===== src/rtl/ddr3_cmd_tracker.sv =====
// Passive DDR3 command-bus decoder with per-rank/per-bank state and tRCD/tRP/tRFC checking.
// Optional: define DDR3_CMD_STATS_EN to add 32-bit ACT/RD/WR/REF command counters.
module ddr3_cmd_tracker #(
    parameter int RANKS     = 1,
    parameter int BA_WIDTH  = 3,
    parameter int ROW_WIDTH = 14,
    parameter int COL_WIDTH = 10,
    parameter int T_RCD     = 5,
    parameter int T_RP      = 5,
    parameter int T_RFC     = 44,
    parameter int TW        = 8,
    localparam int RW       = (RANKS > 1) ? $clog2(RANKS) : 1
) (
    input  logic                 ck_p,
    input  logic                 reset_n,
    input  logic                 cke,
    input  logic [RANKS-1:0]     cs_n,
    input  logic                 ras_n,
    input  logic                 cas_n,
    input  logic                 we_n,
    input  logic [BA_WIDTH-1:0]  ba,
    input  logic [ROW_WIDTH-1:0] addr,
    output logic                 cmd_valid,
    output logic [3:0]           cmd_code,
    output logic [RW-1:0]        cmd_rank,
    output logic [BA_WIDTH-1:0]  cmd_bank,
    output logic [ROW_WIDTH-1:0] cmd_addr,
    output logic                 cmd_ap,
    output logic                 err_protocol,
    output logic                 err_timing,
    output logic                 err_multi_cs,
    output logic [2:0]           err_sticky
`ifdef DDR3_CMD_STATS_EN
    ,
    output logic [31:0]          stat_act,
    output logic [31:0]          stat_rd,
    output logic [31:0]          stat_wr,
    output logic [31:0]          stat_ref
`endif
);

    localparam int NB = 2 ** BA_WIDTH;
    // Timers load T-1 so they read zero on the T-th edge after the loading command,
    // which is the first edge on which the dependent command is legal.
    localparam logic [TW-1:0] RCD_LD = (T_RCD > 0) ? TW'(T_RCD - 1) : '0;
    localparam logic [TW-1:0] RP_LD  = (T_RP  > 0) ? TW'(T_RP  - 1) : '0;
    localparam logic [TW-1:0] RFC_LD = (T_RFC > 0) ? TW'(T_RFC - 1) : '0;
    localparam logic [ROW_WIDTH-1:0] COL_MASK =
        ROW_WIDTH'((64'd1 << COL_WIDTH) - 64'd1) & ~(ROW_WIDTH'(1) << 10);

    typedef enum logic [3:0] {
        C_NOP = 4'd0, C_ACT = 4'd1, C_RD = 4'd2, C_WR = 4'd3, C_PRE = 4'd4,
        C_PREA = 4'd5, C_REF = 4'd6, C_MRS = 4'd7, C_ZQ = 4'd8
    } cmd_e;

    typedef enum logic { B_IDLE = 1'b0, B_ACTIVE = 1'b1 } bank_st_e;

    bank_st_e             st_q  [RANKS][NB];
    bank_st_e             st_d  [RANKS][NB];
    logic [ROW_WIDTH-1:0] row_q [RANKS][NB];
    logic [ROW_WIDTH-1:0] row_d [RANKS][NB];
    logic [TW-1:0]        tmr_q [RANKS][NB];
    logic [TW-1:0]        tmr_d [RANKS][NB];
    logic [TW-1:0]        rfc_q [RANKS];
    logic [TW-1:0]        rfc_d [RANKS];

    cmd_e                 code;
    logic [RW-1:0]        rk;
    logic                 any_cs;
    logic                 multi;
    int                   n_low;
    logic                 dec_valid;
    logic                 upd;
    logic                 rank_busy;
    logic                 prot_err;
    logic                 tim_err;
    logic [ROW_WIDTH-1:0] out_addr;

    // Pin decode; the lowest selected rank wins when several chip selects are low.
    always_comb begin
        rk     = '0;
        any_cs = 1'b0;
        n_low  = 0;
        for (int i = RANKS - 1; i >= 0; i--) begin
            if (!cs_n[i]) begin
                rk     = RW'(i);
                any_cs = 1'b1;
                n_low  = n_low + 1;
            end
        end
        multi = (n_low > 1);
        case ({ras_n, cas_n, we_n})
            3'b011:  code = C_ACT;
            3'b101:  code = C_RD;
            3'b100:  code = C_WR;
            3'b010:  code = addr[10] ? C_PREA : C_PRE;
            3'b001:  code = C_REF;
            3'b000:  code = C_MRS;
            3'b110:  code = C_ZQ;
            default: code = C_NOP;
        endcase
    end

    assign dec_valid = cke && any_cs && (code != C_NOP);
    assign upd       = dec_valid && !multi;

    always_comb begin
        rank_busy = 1'b0;
        for (int b = 0; b < NB; b++)
            if (st_q[rk][b] == B_ACTIVE) rank_busy = 1'b1;
    end

    always_comb begin
        prot_err = 1'b0;
        tim_err  = 1'b0;
        if (upd) begin
            case (code)
                C_ACT: begin
                    prot_err = (st_q[rk][ba] == B_ACTIVE);
                    tim_err  = (tmr_q[rk][ba] != '0) || (rfc_q[rk] != '0);
                end
                C_RD, C_WR: begin
                    prot_err = (st_q[rk][ba] == B_IDLE);
                    tim_err  = (st_q[rk][ba] == B_ACTIVE) && (tmr_q[rk][ba] != '0);
                end
                C_REF:   prot_err = rank_busy;
                default: ;
            endcase
        end
    end

    // Bank FSM next state; timing errors still let the command take effect.
    always_comb begin
        for (int r = 0; r < RANKS; r++) begin
            rfc_d[r] = (rfc_q[r] != '0) ? rfc_q[r] - 1'b1 : '0;
            for (int b = 0; b < NB; b++) begin
                st_d[r][b]  = st_q[r][b];
                row_d[r][b] = row_q[r][b];
                tmr_d[r][b] = (tmr_q[r][b] != '0) ? tmr_q[r][b] - 1'b1 : '0;
            end
        end
        if (upd && !prot_err) begin
            case (code)
                C_ACT: begin
                    st_d[rk][ba]  = B_ACTIVE;
                    row_d[rk][ba] = addr;
                    tmr_d[rk][ba] = RCD_LD;
                end
                C_RD, C_WR: begin
                    if (addr[10]) begin
                        st_d[rk][ba]  = B_IDLE;
                        tmr_d[rk][ba] = RP_LD;
                    end
                end
                C_PRE: begin
                    st_d[rk][ba]  = B_IDLE;
                    tmr_d[rk][ba] = RP_LD;
                end
                C_PREA: begin
                    for (int b = 0; b < NB; b++) begin
                        st_d[rk][b]  = B_IDLE;
                        tmr_d[rk][b] = RP_LD;
                    end
                end
                C_REF:   rfc_d[rk] = RFC_LD;
                default: ;
            endcase
        end
    end

    always_comb begin
        out_addr = addr;
        if (code == C_RD || code == C_WR) out_addr = addr & COL_MASK;
    end

    always_ff @(posedge ck_p) begin
        if (!reset_n) begin
            for (int r = 0; r < RANKS; r++) begin
                rfc_q[r] <= '0;
                for (int b = 0; b < NB; b++) begin
                    st_q[r][b]  <= B_IDLE;
                    row_q[r][b] <= '0;
                    tmr_q[r][b] <= '0;
                end
            end
            cmd_valid    <= 1'b0;
            cmd_code     <= '0;
            cmd_rank     <= '0;
            cmd_bank     <= '0;
            cmd_addr     <= '0;
            cmd_ap       <= 1'b0;
            err_protocol <= 1'b0;
            err_timing   <= 1'b0;
            err_multi_cs <= 1'b0;
            err_sticky   <= '0;
        end else begin
            st_q  <= st_d;
            row_q <= row_d;
            tmr_q <= tmr_d;
            rfc_q <= rfc_d;
            cmd_valid    <= dec_valid;
            cmd_code     <= dec_valid ? code : C_NOP;
            cmd_rank     <= dec_valid ? rk : '0;
            cmd_bank     <= dec_valid ? ba : '0;
            cmd_addr     <= dec_valid ? out_addr : '0;
            cmd_ap       <= dec_valid && (code == C_RD || code == C_WR) && addr[10];
            err_protocol <= prot_err;
            err_timing   <= tim_err;
            err_multi_cs <= dec_valid && multi;
            err_sticky   <= err_sticky | {dec_valid && multi, tim_err, prot_err};
        end
    end

`ifdef DDR3_CMD_STATS_EN
    always_ff @(posedge ck_p) begin
        if (!reset_n) begin
            stat_act <= '0;
            stat_rd  <= '0;
            stat_wr  <= '0;
            stat_ref <= '0;
        end else if (dec_valid) begin
            if (code == C_ACT) stat_act <= stat_act + 32'd1;
            if (code == C_RD)  stat_rd  <= stat_rd  + 32'd1;
            if (code == C_WR)  stat_wr  <= stat_wr  + 32'd1;
            if (code == C_REF) stat_ref <= stat_ref + 32'd1;
        end
    end
`endif

endmodule


===== config.mk =====
export PLATFORM = sky130hd
export DESIGN_NAME = ddr3_cmd_tracker
export DESIGN_NICKNAME = d
export VERILOG_FILES = /design/src/rtl/ddr3_cmd_tracker.sv
export SDC_FILE = /design/constraint.sdc
export NUM_CORES = 1
export LEC_CHECK = 0
export CAP_MARGIN = 40
export CORE_UTILIZATION = 40
export DETAILED_ROUTE_END_ITERATION = 8
export HOLD_SLACK_MARGIN = 0.02
export PLACE_DENSITY = 0.64
export SYNTH_ARGS = -nofsm -noshare
export SYNTH_HDL_FRONTEND = slang
export SYNTH_SLANG_ARGS = --single-unit

===== constraint.sdc =====
create_clock -name ck_p -period 7.7 [get_ports ck_p]
set_clock_uncertainty 0.1 [all_clocks]
set_input_delay 1.155 -clock ck_p [delete_from_list [all_inputs] [get_ports ck_p]]
set_output_delay 1.155 -clock ck_p [all_outputs]
set_load 0.005 [all_outputs]

* Word level (Yosys, flattened, before mapping) *
Cells that the tools add are included.

storage, ports and cells
  register bits after elaboration = 109
  output and inout bits = 30
  word-level logic and storage cells = 136

cells by class
  reduce and logical (&&, ||, !) cells = 31
  magnitude comparators = 3
  add/sub/neg operators = 9
  bitwise operators = 11
  mux-type cells = 42
  equal/unequal tests = 13

operator list
  kind                                                                               count
  64-bit case mux with 3 select lines                                                1
  64-bit 2-to-1 mux                                                                  2
  8-bit 2-to-1 mux                                                                   15
  8-bit nonzero test                                                                 10
  8-bit by 1-bit subtractor with 8-bit output (second input constant)                9
  56-bit bitwise AND                                                                 1
  56-bit inverter                                                                    1
  32-bit by 2-bit greater-than comparator with 1-bit output (second input constant)  1
  8-bit case mux with 4 select lines                                                 1
  4-bit case mux with 7 select lines                                                 1
  8-bit binary-select mux with 3-bit select                                          1
  8-bit demux with 3-bit select                                                      1
  1-bit 2-to-1 mux                                                                   16
  8-bit bitwise OR                                                                   2
  4-bit by 3-bit equality test with 1-bit output (second input constant)             3
  3-bit equality test (second input constant)                                        3
  1-bit logical AND                                                                  9
  8-bit bitwise AND                                                                  1
  4-bit by 2-bit equality test with 1-bit output (second input constant)             2
  8-bit inverter                                                                     1
  4-bit nonzero test                                                                 2
  3-bit by 2-bit equality test with 1-bit output (second input constant)             2
  4-bit by 1-bit equality test with 1-bit output (second input constant)             1
  4-bit greater-or-equal comparator (second input constant)                          1
  17 further kinds                                                                   22

* Longest topological paths before layout *
Gate-level depths: netlist of run 1.

  depth after elaboration = 13
  mapped depth = 7
  gate-level depth less buffers = 6

* Worst setup path before layout of run 1 *
OpenSTA, ideal clock, no wires.

  kind = input-to-reg
  start = input ba[0]
  end = register tmr_q[42] (netlist bit)
  stages on the path = 7
  arrival = 3.082 ns
  path buffers = 2
  setup slack = 4.398 ns
  cell sequence = buf_2 -> mux4_2 -> mux2i_4 -> mux2i_1 -> buf_2 -> nor2_1 -> o31a_1

on the way
  word-level cells in the longest chain between the ends = 10

RTL lines
  what                                                                       line  text
  start: declaration                                                         21    input logic [BA_WIDTH-1:0] ba,
  3-bit inverter with 4-bit output (not written as such) *                   --
  branches (longest 8 deep; another with 4-bit greater-or-equal comparator)  --
  64-bit 2-to-1 mux *                                                        142   if (upd && !prot_err) begin
  end signal: assignment                                                     199   tmr_q <= tmr_d;
  end: declaration                                                           62    logic [TW-1:0] tmr_q [RANKS][NB];

Every way passes the cells marked *. The select of a mux whose other input is x is not followed.
A chain may end at the register's enable or synchronous reset.

* Worst setup path after layout of run 1 *
  start = input ba[0]
  end = register tmr_q[2] (netlist bit)

The elaborated chain is that of the path after synthesis.

==> flow_metrics.tcl, run 1 <==
set metrics [dict create \
    status "finished clean" \
    synth-seq-area-share_pct 46.00 \
    synth_edf_count 0 \
    seqPwrFrac_pct 40.5 \
    maxCapViolCount 0 \
    cts_setup_buffers 0 \
    power.density_nw_per_um2 363.7 \
    clk_pin_slew_ns 0.07 \
    ir_drop_uv 241.7 \
    cts_buffer_depth 2 \
    dp.cells 705 \
    path_cells "clkdlybuf4s50_1 -> mux4_2 -> mux2i_4 -> mux2i_1 -> buf_4 -> nand2b_1 -> o21ai_0" \
    gr-total-overflow 0 \
    netlist_area_um2 4657 \
    crit_type "in -> reg" \
    maxClockFrequency_mhz 264.3 \
    synthTopCellsByArea "dfxtp_1, nor2_1, xor2_1" \
    antenna_found_initial 0 \
    crit_arrival_ns 3.91 \
    worstMarginPinSlew_ns 0.6420 \
    yosysWarnings 0 \
    synth_flop_cell "dfxtp_1" \
    p_leak_uw 0.002291 \
    fp.coreArea_um2 11370 \
    place_area_um2 5278 \
    fin_cells 721 \
    area_growth_pct 19.45 \
    crit_path_end "tmr_q[2]" \
    track_usage_pct 18.07 \
    cts_sinks 107 \
    ys_ff_latch 107 \
    switching_share_pct 37.60 \
    hpwl_um 7340 \
    rsz0062_at_grt "false" \
    slew_violations 0 \
    max_stage_delay_ns 0.88 \
    port-buffer-count 50 \
    rows 39 \
    path_delay_family "buffers and inverters" \
    tritoncts "yes" \
    synthDistinctLibCells 55 \
    vias 3785 \
    gr-usage-met3_pct 4.209 \
    avgSynthCellArea_um2 8.854 \
    startpoint_type "primary input" \
    worstPathRequired_ns 7.83 \
    rrSetupSlack_ns 5.38 \
    crit_fanout 17 \
    ioPinCount 54 \
    die_h_um 109.9 \
    synth.top_cell.area_share_pct 46.00 \
    comb_power_share_pct 37.7 \
    power.switching_uw 760.8 \
    layout.nets 614 \
    crit-reg2reg-launch "st_q[2]" \
    relSlewSlack_pct 57.07 \
    drive_above_1_share_pct 4.844 \
    die_w_um 109.9 \
    antenna_cells 0 \
    place.gp.congestion 0.7844 \
    crit_start "ba[0]" \
    dieArea_um2 12080 \
    avgRoutedWirePerCell_um 13.97 \
    drc 0 \
    ant_nets 0 \
    cts.repair.resized 0 \
    grt_pass1_vias 3618 \
    grt_start_max_net_pins 27 \
    crit_cells 7 \
    start_util_pct 40.96 \
    r2r_cells 6 \
    met2_usage_pct 30.22 \
    path_buf_inv 2 \
    clk_latency_ns 0.36 \
    setup_tns_ns 0 \
    first_pass_iters 5 \
    hold_violations 0 \
    holdBufCountCts 0 \
    async_flop_share_pct 0 \
    finalPower_uw 2023 \
    slowest_stage "clkdlybuf4s50_1" \
    routed_wl_um 10070 \
    grtUsageMet1_pct 21.99 \
    min_path_type "reg -> reg" \
    p_int_uw 1263 \
    power.share.clock_pct 21.8 \
    first_iter_violations 165 \
    period_share_pct 49.13 \
    grt_pass1_wl_um 16750 \
    top_usage_layer "met2" \
    fin_crit_ns 3.783 \
    setup_viol 0 \
    postSynthCellCount 526 \
    root_buffer "clkbuf_16" \
    cts_buffers 9 \
    viasPerCell 5.250 \
    finalInstanceArea_um2 5563 \
    synth_area_leader_cell "dfxtp_1" \
    crit_path_end_kind "flip-flop" \
    htreeDepth 3 \
    worstReg2RegEnd "tmr_q[2]" \
]
-- logic make-up (layout without fill, tap and decap cells) --
kind of cell | count (synthesis) | after routing | share of synthesized area (%)
adder cells (fa/ha/maj) | 17 | 17 | 4.567
flip-flops | 107 | 107 | 46.00
buffers and inverters | 43 | 93 | 3.761
AND/OR/NAND/NOR | 221 | 221 | 22.70
AO/OA/AOI/OAI | 87 | 87 | 12.52
XOR/XNOR | 45 | 45 | 8.463
other | 1 | 3 | 0.08052
multiplexers | 5 | 5 | 1.907
-- area by class of cell --
cell class	count	area [um^2]
fill	1076	5807
inverter	25	93.84
timing repair buffer	52	515.5
sequential	107	2142
tap	143	178.9
clock inverter	7	60.06
multi-input combinational	378	2347
clock buffer	9	225.2
-- stage by stage --
stage	util, %	worst slack [ns]	hold slack, ns
2_1_floorplan	-	4.398	0.3138
3_3_place_gp	46.42	3.680	0.3254
3_5_place_dp	46.42	3.563	0.3367
4_1_cts	48.93	3.941	0.3524
5_1_grt	48.93	3.722	0.3849
6_report	48.93	3.917	0.3498
-- flip-flops by register name, summed over array words and instances, names as in the netlist --
register and count:
cmd_ap 1, cmd_code 4, cmd_addr 14, err_timing 1
cmd_bank 3, err_sticky 2, cmd_valid 1, tmr_q 64
rfc_q 8, st_q 8, err_protocol 1
-- per-layer routing --
metal / vias to the layer above / wire length, um
met2: 103 / 4851
met5: - / 0
li1: 1900 / -
met1: 1769 / 4456
met4: 0 / 193
met3: 13 / 572
-- worst register-to-register path: cells and delay by family (launching register included) --
family / cells / cell delay (ns)
AOI/OAI and AO/OA: 1 / 0.16
buffers and inverters: 1 / 0.26
DFF: 1 / 0.34
muxes: 3 / 0.97
and+or+nand+nor: 1 / 0.36
-- cell usage after synthesis, drive strengths merged, types with 11 or more instances --
cell type  instances
a21oi             22
and3              18
clkbuf            12
ha                17
xnor2             20
nor2              93
dfxtp            107
o21ai             14
nor3              15
nand2             35
nand3             14
xor2              25
o211ai            11
inv               25
-- power groups by stage --
stage	logic, uW	clock network, uW	registers [uW]
floorplan	619	0	800
global placement	735	0	821
detailed placement	765	0	828
CTS	773	454	818
global route	886	474	839
finish	764	441	819
-- layout by cell type (no fill, tap or decap), types with 3 or more instances in the layout --
cell type,n
nor2b_1,7
xor2_1,25
a31oi_1,8
nor4_1,8
a21oi_1,22
ha_1,17
dfxtp_1,107
inv_1,25
nand2b_1,8
nand3_1,14
clkdlybuf4s50_1,50
nor2_1,93
clkinvlp_4,3
o41ai_1,3
o21ai_0,14
and3_1,18
nor3_1,15
xnor2_1,20
o211ai_1,10
clkbuf_16,9
nand2_1,35
conb_1,3
o31ai_1,8
nand3b_1,8
or4_1,3
-- how the worst min path moves through the flow --
stage,start,to,slack (ns),cells after the start
after global placement,tmr_q[40],tmr_q[40],0.33,1
after CTS,tmr_q[40],tmr_q[40],0.35,1
final,tmr_q[40],tmr_q[40],0.35,1
after floorplan,tmr_q[40],tmr_q[40],0.31,1
after global routing,err_sticky[1],err_sticky[1],0.38,1
after detailed placement,tmr_q[40],tmr_q[40],0.34,1
Power figures use the tool's default switching activity.
==> run 2, diff against run 1 <==
==> constraint.sdc (replaced) <==
create_clock -name ck_p -period 3.9 [get_ports ck_p]
set_clock_uncertainty 0.1 [all_clocks]
set_input_delay 0.585 -clock ck_p [delete_from_list [all_inputs] [get_ports ck_p]]
set_output_delay 0.585 -clock ck_p [all_outputs]
set_load 0.005 [all_outputs]
==> run 2 against run 1 <==
  * Largest cell class unchanged
  * Core utilization up 0.34 points
  * Via count down 1.6%
  * Setup slack worse by 2.9 ns
  * First-iteration DRC count down 7.3%
  * Final area up 0.70%
  * Hold slack worse by 0.0054 ns
  * Routed wire length down 2.0%
  * Sequential share of layout area down 0.27 points
  * Sequential power up 97%
==> flow_metrics.tcl, run 2 (synthesis gave the netlist of run 1 again) <==
set metrics [dict create \
    mostFrequentLayoutCell "dfxtp_1" \
    maxCapViolCount 0 \
    p_leak_uw 0.002321 \
    cts_buffers 9 \
    hold_violations 0 \
    cts_setup_buffers 0 \
    slew_violations 0 \
    drc 0 \
    reg.largest.list "tmr_q: 64 flops, cmd_addr: 14 flops" \
    status "finished clean" \
    routed_wl_um 9873 \
    setup_tns_ns 0 \
    fp.coreArea_um2 11370 \
    clk_pin_slew_ns 0.06 \
    largest-register "tmr_q" \
    viasPerCell 5.146 \
    htreeDepth 3 \
    rrSetupSlack_ns 1.55 \
    crit_type "in -> reg" \
    tritoncts "yes" \
    die_h_um 109.9 \
    vias 3726 \
    antenna_cells 0 \
    finalInstanceArea_um2 5602 \
    drive_above_1_share_pct 5.164 \
    crit_arrival_ns 3.01 \
    min_path_cells 1 \
    ir_drop_uv 442.3 \
    crit-reg2reg-launch "tmr_q[26]" \
    ioPinCount 54 \
    place.gp.congestion 0.8113 \
    min_to "tmr_q[40]" \
    start_util_pct 40.96 \
    cts_buffer_depth 2 \
    first_pass_iters 4 \
    fin_crit_ns 2.909 \
    dieArea_um2 12080 \
    worstReg2RegEnd "err_sticky[1]" \
    layout.nets 618 \
    ant_nets 0 \
    final_cell_mix "dfxtp_1, nor2_1, clkdlybuf4s50_1, nand2_1" \
    worstPathRequired_ns 4.00 \
    largest_reg_flops 64 \
    grt_pass1_vias 3477 \
    rsz0062_at_grt "false" \
    r2r_cells 5 \
    gr-total-overflow 0 \
    min_from "tmr_q[40]" \
    setup_viol 0 \
    clk_latency_ns 0.34 \
    first_iter_violations 153 \
    place_area_um2 5308 \
    rows 39 \
    holdBufCountCts 0 \
    antenna_found_initial 0 \
    maxClockFrequency_mhz 343.7 \
    power.density_nw_per_um2 715.1 \
    crit_path_end_kind "flip-flop" \
    cts.repair.resized 0 \
    root_buffer "clkbuf_16" \
    track_usage_pct 17.18 \
    port-buffer-count 50 \
    startpoint_type "primary input" \
    cts_sinks 107 \
    worstMarginPinSlew_ns 0.7158 \
    die_w_um 109.9 \
    min_path_type "reg -> reg" \
    relSlewSlack_pct 51.05 \
    crit_fanout 14 \
    hpwl_um 7219 \
    period_share_pct 74.59 \
    grt_pass1_wl_um 15940 \
    grt_start_max_net_pins 26 \
    avgRoutedWirePerCell_um 13.64 \
    area_growth_pct 20.28 \
]
[run 2: changes by cell type in the layout (fill, tap and decap cells not counted)]
cell        before  now
bufinv_16        0    1
inv_8            1    0
clkinvlp_4       3    1
buf_4            2    6
clkinv_2         0    1
inv_6            2    0
clkbuf_8         0    1
clkbuf_1         0    1
[run 2: routing by layer]
metal	wire length [um]	vias up	GRT usage (%)
li1	-	1905	-
met1	4690	1755	21.40
met2	4660	53	28.71
met3	361	13	4.090
met4	160	0	6.381
met5	0	-	0
[run 2: where the power goes]
part,switching (uW),internal [uW],total (uW),leakage [uW]
Clock,383,512,894,0.000142
Sequential,235,1370,1610,0.000879
Combinational,827,674,1500,0.00130
[run 2: layout make-up]
cell class              instances  area (um^2)
well taps                     143        178.9
flip-flops and latches        107         2142
clock inverters                 4        51.30
fillers                      1114         5768
repair buffers                 56        545.5
inverters                      25        93.84
clock buffers                  11        242.7
multi-input cells             378         2347
[run 2: worst max-delay path by stage]
| stage | from | endpoint | cells after the start |
|---|---|---|---|
| final | ba[2] | tmr_q[44] | 7 |
| after global routing | ba[2] | tmr_q[45] | 7 |
| after global placement | ba[0] | tmr_q[58] | 7 |
| after floorplan | ba[0] | tmr_q[42] | 7 |
| after CTS | ba[2] | tmr_q[47] | 7 |
| after detailed placement | ba[2] | tmr_q[43] | 7 |
[run 2: per-stage QoR]
stage	util [%]	setup WS (ns)	hold WS (ns)	std cells	power (uW)
final	49.27	0.9908	0.3444	724	4006
after global placement	46.68	0.7574	0.3265	709	3071
after global routing	49.27	0.8047	0.3647	724	4353
after floorplan	-	1.168	0.3138	528	2802
after CTS	49.27	1.029	0.3478	724	4036
after detailed placement	46.68	0.6580	0.3410	709	3124
[run 2: critical path: stages]
cell and delay (ns):
clkdlybuf4s50_1 0.78, mux4_2 0.42, mux2i_4 0.26, mux2i_1 0.14, buf_4 0.19, o221ai_1 0.52, nor2_1 0.10
